<file path="src/rtl/uart_tx_fifo.sv">
// uart_tx_fifo: memory-mapped 8N1 UART transmitter fed by a small circular TX FIFO.
// CPU writes push bytes; the serialiser pops one byte per frame and drives uart_tx.
module uart_tx_fifo #(
  parameter int FIFO_DEPTH  = 4,
  parameter int DIV_WIDTH   = 16,
  parameter int DEFAULT_DIV = 104
) (
  input  logic                          clk,
  input  logic                          rst_n,
  input  logic                          wr_en,
  input  logic [7:0]                    wr_data,
  input  logic                          div_we,
  input  logic [DIV_WIDTH-1:0]          div_data,
  input  logic                          clr_ovf,
  output logic                          uart_tx,
  output logic                          tx_busy,
  output logic                          fifo_full,
  output logic                          fifo_empty,
  output logic [$clog2(FIFO_DEPTH):0]   fifo_count,
  output logic                          overflow
);

  localparam int AW = $clog2(FIFO_DEPTH);
  localparam int CW = AW + 1;
  localparam logic [CW-1:0]        DEPTH_C  = CW'(FIFO_DEPTH);
  localparam logic [CW-1:0]        CNT_ONE  = CW'(1);
  localparam logic [AW-1:0]        PTR_ONE  = AW'(1);
  localparam logic [DIV_WIDTH-1:0] DIV_ZERO = DIV_WIDTH'(0);
  localparam logic [DIV_WIDTH-1:0] DIV_ONE  = DIV_WIDTH'(1);
  localparam logic [DIV_WIDTH-1:0] DIV_RST  = DIV_WIDTH'(DEFAULT_DIV);

  typedef enum logic [1:0] {S_IDLE, S_START, S_DATA, S_STOP} state_t;

  // FIFO storage and bookkeeping
  logic [7:0]           mem_q [FIFO_DEPTH];
  logic [AW-1:0]        wr_ptr_q, rd_ptr_q;
  logic [CW-1:0]        count_q;
  logic                 ovf_q;
  logic                 full_s, empty_s, push_s, pop_s;

  // Divisor and serialiser state
  logic [DIV_WIDTH-1:0] div_q;
  state_t               state_q, state_d;
  logic [DIV_WIDTH-1:0] timer_q, timer_d;
  logic [DIV_WIDTH-1:0] fdiv_q, fdiv_d;
  logic [2:0]           bit_q, bit_d;
  logic [7:0]           shift_q, shift_d;
  logic                 tx_q, tx_d;
  logic                 busy_q, busy_d;
  logic                 load_s;

  assign full_s  = (count_q == DEPTH_C);
  assign empty_s = (count_q == {CW{1'b0}});
  // Full is judged before any same-cycle pop, so a write at full is always dropped.
  assign push_s  = wr_en & ~full_s;

  // FIFO pointers, storage, occupancy and sticky overflow (set beats clear)
  always_ff @(posedge clk or negedge rst_n) begin
    if (!rst_n) begin
      for (int i = 0; i < FIFO_DEPTH; i++) mem_q[i] <= 8'h00;
      wr_ptr_q <= {AW{1'b0}};
      rd_ptr_q <= {AW{1'b0}};
      count_q  <= {CW{1'b0}};
      ovf_q    <= 1'b0;
    end else begin
      if (push_s) begin
        mem_q[wr_ptr_q] <= wr_data;
        wr_ptr_q        <= wr_ptr_q + PTR_ONE;
      end
      if (pop_s) rd_ptr_q <= rd_ptr_q + PTR_ONE;
      case ({push_s, pop_s})
        2'b10:   count_q <= count_q + CNT_ONE;
        2'b01:   count_q <= count_q - CNT_ONE;
        default: count_q <= count_q;
      endcase
      if (wr_en && full_s) ovf_q <= 1'b1;
      else if (clr_ovf)    ovf_q <= 1'b0;
    end
  end

  // Baud divisor register; zero is stored as one
  always_ff @(posedge clk or negedge rst_n) begin
    if (!rst_n)      div_q <= DIV_RST;
    else if (div_we) div_q <= (div_data == DIV_ZERO) ? DIV_ONE : div_data;
  end

  // Next-state logic of the serialiser; load_s marks a frame start (pop)
  always_comb begin
    state_d = state_q;
    timer_d = timer_q;
    fdiv_d  = fdiv_q;
    bit_d   = bit_q;
    shift_d = shift_q;
    tx_d    = tx_q;
    load_s  = 1'b0;
    pop_s   = 1'b0;
    case (state_q)
      S_IDLE: begin
        tx_d = 1'b1;
        if (!empty_s) load_s = 1'b1;
        else          state_d = S_IDLE;
      end
      S_START: begin
        if (timer_q == DIV_ZERO) begin
          state_d = S_DATA;
          bit_d   = 3'd0;
          tx_d    = shift_q[0];
          timer_d = fdiv_q - DIV_ONE;
        end else begin
          timer_d = timer_q - DIV_ONE;
        end
      end
      S_DATA: begin
        if (timer_q == DIV_ZERO) begin
          timer_d = fdiv_q - DIV_ONE;
          if (bit_q == 3'd7) begin
            state_d = S_STOP;
            tx_d    = 1'b1;
          end else begin
            bit_d   = bit_q + 3'd1;
            shift_d = {1'b0, shift_q[7:1]};
            tx_d    = shift_q[1];
          end
        end else begin
          timer_d = timer_q - DIV_ONE;
        end
      end
      S_STOP: begin
        if (timer_q == DIV_ZERO) begin
          if (!empty_s) begin
            load_s = 1'b1;
          end else begin
            state_d = S_IDLE;
            tx_d    = 1'b1;
          end
        end else begin
          timer_d = timer_q - DIV_ONE;
        end
      end
      default: begin
        state_d = S_IDLE;
        tx_d    = 1'b1;
      end
    endcase
    // A frame start pops the head byte and latches the divisor for the whole frame.
    if (load_s) begin
      pop_s   = 1'b1;
      shift_d = mem_q[rd_ptr_q];
      fdiv_d  = div_q;
      timer_d = div_q - DIV_ONE;
      tx_d    = 1'b0;
      state_d = S_START;
    end else begin
      pop_s   = 1'b0;
    end
    busy_d = (state_d != S_IDLE);
  end

  // Serialiser state register with registered line and busy outputs
  always_ff @(posedge clk or negedge rst_n) begin
    if (!rst_n) begin
      state_q <= S_IDLE;
      timer_q <= DIV_ZERO;
      fdiv_q  <= DIV_RST;
      bit_q   <= 3'd0;
      shift_q <= 8'h00;
      tx_q    <= 1'b1;
      busy_q  <= 1'b0;
    end else begin
      state_q <= state_d;
      timer_q <= timer_d;
      fdiv_q  <= fdiv_d;
      bit_q   <= bit_d;
      shift_q <= shift_d;
      tx_q    <= tx_d;
      busy_q  <= busy_d;
    end
  end

  assign uart_tx    = tx_q;
  assign tx_busy    = busy_q;
  assign fifo_full  = full_s;
  assign fifo_empty = empty_s;
  assign fifo_count = count_q;
  assign overflow   = ovf_q;

endmodule
</file>
<file path="config.mk">
export PLATFORM = sky130hd
export DESIGN_NAME = uart_tx_fifo
export DESIGN_NICKNAME = d
export VERILOG_FILES = /design/src/rtl/uart_tx_fifo.sv
export SDC_FILE = /design/constraint.sdc
export NUM_CORES = 1
export LEC_CHECK = 0
export ABC_AREA = 1
export ABC_CLOCK_PERIOD_IN_PS = 4920
export BUFFER_PORTS_ARGS = -buffer_cell sky130_fd_sc_hd__buf_2
export CORE_MARGIN = 2
export CORE_UTILIZATION = 65
export CTS_CLUSTER_SIZE = 16
export DETAILED_ROUTE_END_ITERATION = 12
export GPL_TIMING_DRIVEN = 0
export HOLD_SLACK_MARGIN = 0.08
export PLACE_DENSITY = 0.91
export SYNTH_ARGS = -nofsm -noshare
export SYNTH_HDL_FRONTEND = slang
export SYNTH_SLANG_ARGS = --single-unit
export TNS_END_PERCENT = 50
</file>
<file path="constraint.sdc">
create_clock -name clk -period 4.92 [get_ports clk]
set_input_delay 0 -clock clk [delete_from_list [all_inputs] [get_ports clk]]
set_output_delay 0 -clock clk [all_outputs]
set_load 0.005 [all_outputs]
</file>
==> flow_metrics.py, run 1 <==
metrics = {
    "status": {
        "status": "finished clean",
    },
    "setup_path": {
        "crit_path_end_kind": "register",
        "worstReg2RegEnd": "fifo_count[2]",
        "crit_family": "adder cells",
        "path_cells": "inv_1, ha_1, nand3_2, nor2_4, nand3_4, a21oi_4, buf_4, ha_1, inv_1, fa_1, a21oi_1, o21ai_0, xor2_1",
        "arrival_ns": 3.27,
        "cpPeakStageDelay_ns": 0.39,
        "critPathRequiredTime_ns": 5.18,
        "ff2ff_path_depth": 13,
        "reg2reg_from": "timer_q[0]",
        "r2r_slack_ns": 1.90,
        "crit_path_start_kind": "register",
        "critPathSlowestCell": "dfrtp_1",
        "path_buf_inv": 3,
        "path_max_fanout": 10,
        "criticalPathCategory": "register to register",
    },
    "floorplan": {
        "die_area_mm2": 0.0101,
        "core_area_mm2": 0.00911,
        "io_pins": 37,
        "rows": 35,
        "die_h_um": 100,
        "die_w_um": 100,
        "initial_core_util_pct": 66.1,
    },
    "synth": {
        "synth_nets": 841,
        "synth_xor_area_share_pct": 4.05,
        "ys_seq_elements": 103,
        "syn_area_per_cell_um2": 7.57,
        "synth-compound-area-share_pct": 11.8,
        "synth_fa_ha_area_share_pct": 3.45,
        "synthCells": 796,
        "synth_top_family_by_area": "simple AND/OR/NAND/NOR gates",
        "syn_area_mm2": 0.00602,
        "ys_seq_area_share_pct": 42.9,
        "synth.distinct_cells": 42,
        "synth-simple-area-share_pct": 30.3,
        "synthMuxAreaShare_pct": 0,
        "yosysWarnings": 0,
    },
    "detailed_routing": {
        "dr.pass1.iters": 6,
        "drt_iter0_markers": 632,
        "via_per_inst": 5.93,
        "via_count": 5871,
        "ant_nets": 0,
        "wl_per_cell_um": 15.9,
        "drc": 0,
        "routed_wl_mm": 15.8,
    },
    "timing": {
        "slew_headroom_pct": 61.2,
        "rsz0062_at_grt": "false",
        "hold_violations": 0,
        "skew_ns": 0.0207,
        "tightestPinTransition_ns": 0.582,
        "finalSetupViolCount": 0,
        "fmax_mhz": 331,
        "maxSlewViolCount": 0,
        "period_minus_slack_ns": 3.02,
        "fin_setup_tns_ns": 0,
        "post-route-period-util_pct": 61.4,
    },
    "power_and_ir_drop": {
        "powerDensity_mw_per_mm2": 625,
        "ir_drop_mv": 0.390,
        "power_mw": 4.30,
        "p_leak_nw": 3.40,
    },
    "cells_and_area": {
        "area_growth_syn_to_layout_pct": 14.3,
        "antennaDiodeCount": 0,
        "layout_common_cells": "nand2_1 (230), dfrtp_1 (96), o21ai_0 (85)",
        "drive_above_1_share_pct": 12.5,
        "final_common_cell": "nand2_1",
        "fill_cells": 623,
        "fin_util_pct": 75.6,
        "final_cells": 990,
        "nNetsFinal": 919,
    },
    "clock_tree": {
        "clock_path_buffers": 2,
        "htreeDepth": 3,
        "tritoncts": "yes",
        "clock-sinks": 103,
        "path_clk_slew_ns": 0.13,
        "clk_latency_ns": 0.39,
        "numCtsBuffers": 9,
        "cts_root_buf": "clkbuf_8",
        "cts_setup_buffers": 0,
    },
    "global_route": {
        "antenna_found_initial": 0,
        "grt_usage_pct": 32.7,
        "first_global_vias": 5544,
        "overflow": 0,
        "grt_pass1_wl_mm": 25.9,
        "grt_start_max_net_pins": 69,
    },
    "placement": {
        "dp_hpwl_mm": 10.8,
        "dp_cells": 944,
        "io_buffer_count": 36,
        "gp_congestion": 0.889,
    },
    "flow_run": {
        "cap_violations": 0,
    },
    "worst_hold_path": {
        "hold_path.class": "input port to asynchronous set/reset pin",
    },
}
-- metal layers --
metal	track usage, %	vias to the layer above	part of all wire, %
li1	-	2719	-
met1	44.0	2763	41
met2	52.7	347	48
met3	5.92	42	8.5
met4	13.0	0	2.4
met5	0	-	0
-- how the worst max path moves through the flow --
| stage | startpoint | end | slack (ns) | cells past startpoint |
|---|---|---|---|---|
| after detailed placement | timer_q[0] | fifo_count[2] | 1.94 | 13 |
| final | timer_q[0] | fifo_count[2] | 1.90 | 13 |
| after global placement | timer_q[0] | fifo_count[2] | 1.98 | 13 |
| after floorplan | timer_q[0] | fifo_count[2] | 2.35 | 13 |
| after CTS | timer_q[0] | fifo_count[2] | 1.92 | 13 |
| after global routing | timer_q[0] | fifo_count[2] | 1.71 | 13 |
-- area by class of cell --
cell class / instances / area, um2 / area share, %
multi-input cells: 590 / 2980 / 43.3
flip-flops and latches: 103 / 2590 / 37.6
repair buffers: 67 / 510 / 7.41
inverters: 81 / 304 / 4.42
plain buffers: 22 / 149 / 2.16
well taps: 111 / 139 / 2.02
clock buffers: 9 / 124 / 1.80
clock inverters: 7 / 90.1 / 1.31
-- report_power, final --
group / switching (mW) / internal (mW) / total, mW
Combinational: 1.47 / 0.801 / 2.27
Sequential: 0.275 / 1.21 / 1.48
Clock: 0.344 / 0.205 / 0.549
-- state kept, by name, indices dropped and copies added, names as in the netlist --
register and count:
shift_q 8, wr_ptr_q 2, fdiv_q 16, uart_tx 1
fifo_count 3, mem_q 32, tx_busy 1, div_q 16
state_q 2, overflow 1, timer_q 16, rd_ptr_q 2
bit_q 3
-- logic make-up after synthesis --
logic type               after synthesis
adder cells (fa/ha/maj)               16
AO/OA/AOI/OAI                        127
buffers and inverters                103
AND/OR/NAND/NOR                      420
flip-flops                           103
XOR/XNOR                              27
-- synth_stat cells, drive strengths merged --
cell | number | area, um2
buf | 15 | 123
clkinv | 1 | 3.75
dfrtp | 96 | 2400
inv | 80 | 300
a31oi | 1 | 6.26
or2 | 2 | 12.5
xnor2 | 2 | 17.5
nor2 | 94 | 393
a21oi | 7 | 57.6
clkbuf | 7 | 26.3
a22o | 2 | 17.5
nor3 | 8 | 56.3
o22ai | 11 | 68.8
nand3b | 3 | 22.5
o21ai | 104 | 543
nand2 | 235 | 905
xor2 | 25 | 226
fa | 1 | 20.0
nand4 | 4 | 25.0
and2 | 1 | 6.26
o31ai | 1 | 7.51
dfstp | 7 | 184
o211ai | 1 | 7.51
nor4 | 4 | 25.0
nand3 | 69 | 378
ha | 15 | 188
-- stage by stage --
stage          hold WS (ns)  worst slack, ns  cell area, um2
2_1_floorplan        -0.296             2.35            6020
3_3_place_gp          0.198             1.98            6340
3_5_place_dp        0.00195             1.94            6370
4_1_cts               0.112             1.92            6890
5_1_grt               0.148             1.71            6890
6_report              0.113             1.90            6890
-- timing repair --
| item | in CTS | in global routing |
|---|---|---|
| hold buffers | 30 | 0 |
| hold endpoints to repair | 148 | 0 |
| gates resized for setup | 0 | 0 |
No activity file was read; power rests on OpenSTA's default activity.
==> inputs of run 2 (changes only) <==
- ABC_CLOCK_PERIOD_IN_PS: 4920 -> 3090
- CORE_UTILIZATION: 65 -> 61
- PLACE_DENSITY: 0.91 -> 0.87
- clock period: 4.92 -> 3.09 ns (I/O delays scaled with it)
==> flow_metrics.py, run 2 (synthesis results as in run 1) <==
metrics = {
    "status": {
        "status": "finished clean",
    },
    "timing": {
        "finalSetupViolCount": 0,
        "fmax_mhz": 337,
        "post-route-period-util_pct": 96.0,
        "maxSlewViolCount": 0,
        "tightestPinTransition_ns": 0.841,
        "fin_setup_tns_ns": 0,
        "slew_headroom_pct": 43.9,
        "hold_slack_ns": 0.155,
        "period_minus_slack_ns": 2.97,
        "skew_ns": 0.0220,
        "rsz0062_at_grt": "false",
        "hold_violations": 0,
        "setup_ws_ns": 0.125,
    },
    "power_and_ir_drop": {
        "seqPwrFrac_pct": 34.2,
        "power.switching_mw": 3.28,
        "power_mw": 6.87,
        "netSwitchingFraction_pct": 47.8,
        "ir_drop_mv": 0.564,
        "powerDensity_mw_per_mm2": 988,
        "pwr-share-clk_pct": 12.6,
        "cellInternalPower_mw": 3.59,
        "power_frac_comb_pct": 53.1,
        "p_leak_nw": 3.43,
    },
    "worst_hold_path": {
        "min_from": "div_we",
        "hold_path.class": "input port to register",
        "hold_depth": 4,
        "hold-path-endpoint": "div_q[6]",
    },
    "global_route": {
        "grt_pass1_wl_mm": 25.6,
        "grt_start_max_net_pins": 64,
        "grt_usage_pct": 31.0,
        "antenna_found_initial": 0,
        "overflow": 0,
        "first_global_vias": 5364,
    },
    "clock_tree": {
        "clock_path_buffers": 2,
        "cts_root_buf": "clkbuf_8",
        "clk_latency_ns": 0.39,
        "htreeDepth": 3,
        "tritoncts": "yes",
        "clock-sinks": 103,
        "path_clk_slew_ns": 0.12,
        "numCtsBuffers": 9,
    },
    "setup_path": {
        "critPathRequiredTime_ns": 3.36,
        "cpPeakStageDelay_ns": 0.43,
        "path_max_fanout": 10,
        "crit_family": "adder cells",
        "worstReg2RegEnd": "fifo_count[2]",
        "ff2ff_path_depth": 13,
        "path_cells": "inv_1, ha_2, nand3_2, nor2_4, nand3_4, a21oi_4, buf_6, ha_1, inv_1, fa_1, a21oi_1, o21ai_1, xor2_1",
        "timing.critical_path.mode_cell": "inv_1",
        "path_buf_inv": 3,
        "crit_path_end_kind": "register",
        "crit_path_start_kind": "register",
        "criticalPathCategory": "register to register",
        "r2r_slack_ns": 0.12,
        "reg2reg_from": "timer_q[0]",
        "critPathSlowestCell": "fa_1",
        "arrival_ns": 3.24,
    },
    "cells_and_area": {
        "antennaDiodeCount": 0,
        "final_common_cell": "nand2_1",
        "area_growth_syn_to_layout_pct": 15.4,
        "fin_area_mm2": 0.00695,
        "nNetsFinal": 925,
        "fill_cells": 731,
        "largest_reg_flops": 32,
        "layout_common_cells": "nand2_1 (230), dfrtp_1 (95), o21ai_0 (84)",
        "fin_util_pct": 71.8,
        "drive_above_1_share_pct": 13.4,
        "largest_register": "mem_q",
        "final_cells": 1018,
    },
    "floorplan": {
        "io_pins": 37,
        "die_h_um": 103,
        "die_area_mm2": 0.0107,
        "die_w_um": 103,
        "initial_core_util_pct": 62.2,
        "rows": 36,
        "core_area_mm2": 0.00968,
    },
    "placement": {
        "post-place-ws_ns": 0.0778,
        "dp_hpwl_mm": 10.8,
        "placed_cell_area_mm2": 0.00639,
        "io_buffer_count": 36,
        "dp_cells": 966,
        "gp_congestion": 0.870,
    },
    "flow_run": {
        "cap_violations": 0,
    },
    "detailed_routing": {
        "drc": 0,
        "drt_iter0_markers": 507,
        "via_count": 5836,
        "via_per_inst": 5.73,
        "ant_nets": 0,
        "routed_wl_mm": 15.8,
        "dr.pass1.iters": 5,
        "wl_per_cell_um": 15.5,
    },
}
## run 2: layout make-up
cell class | instances | area (um2) | share of cell area, %
clock inverters | 6 | 67.6 | 0.972
well taps | 133 | 166 | 2.39
plain buffers | 22 | 153 | 2.20
flip-flops and latches | 103 | 2590 | 37.2
repair buffers | 73 | 548 | 7.88
multi-input cells | 590 | 2990 | 43.0
inverters | 81 | 304 | 4.37
clock buffers | 10 | 138 | 1.98
## run 2: layer usage
metal | part of all wire (%) | global-route usage [%]
met1 | 41 | 42.4
met2 | 49 | 49.5
met3 | 7.3 | 6.32
met4 | 2.5 | 10.9
met5 | 0 | 0
## run 2: worst register-to-register path: cells and delay by family (launching register included)
kind,cells,cell delay [ns]
compound gates,3,0.60
xor+xnor,1,0.16
fa+ha+maj,3,0.83
flops,1,0.40
buf+inv,3,0.40
simple gates,3,0.47
## run 2: how the worst max path moves through the flow
| stage | start | end | slack [ns] | depth (start not counted) |
|---|---|---|---|---|
| after floorplan | timer_q[0] | fifo_count[2] | 0.52 | 13 |
| after global placement | timer_q[0] | fifo_count[2] | 0.17 | 13 |
| after detailed placement | timer_q[0] | fifo_count[2] | 0.08 | 13 |
| after CTS | timer_q[0] | fifo_count[2] | 0.05 | 13 |
| after global routing | timer_q[0] | fifo_count[2] | 0.03 | 13 |
| final | timer_q[0] | fifo_count[2] | 0.12 | 13 |
## run 2: timing repair
action | 4_1_cts | 5_1_grt
gates resized for setup | 0 | 5
buffers inserted | 0 | 6
hold buffers | 30 | 0
hold endpoints to repair | 112 | 0
endpoints found under the setup margin | 0 | 1
## run 2: power by group through the flow
stage               Clock (mW)  Sequential, mW  Combinational, mW
finish                   0.867            2.35               3.65
global route             0.929            2.41               4.09
CTS                      0.876            2.32               3.52
detailed placement           0            2.35               3.46
global placement             0            2.32               3.31
floorplan                    0            2.25               2.64
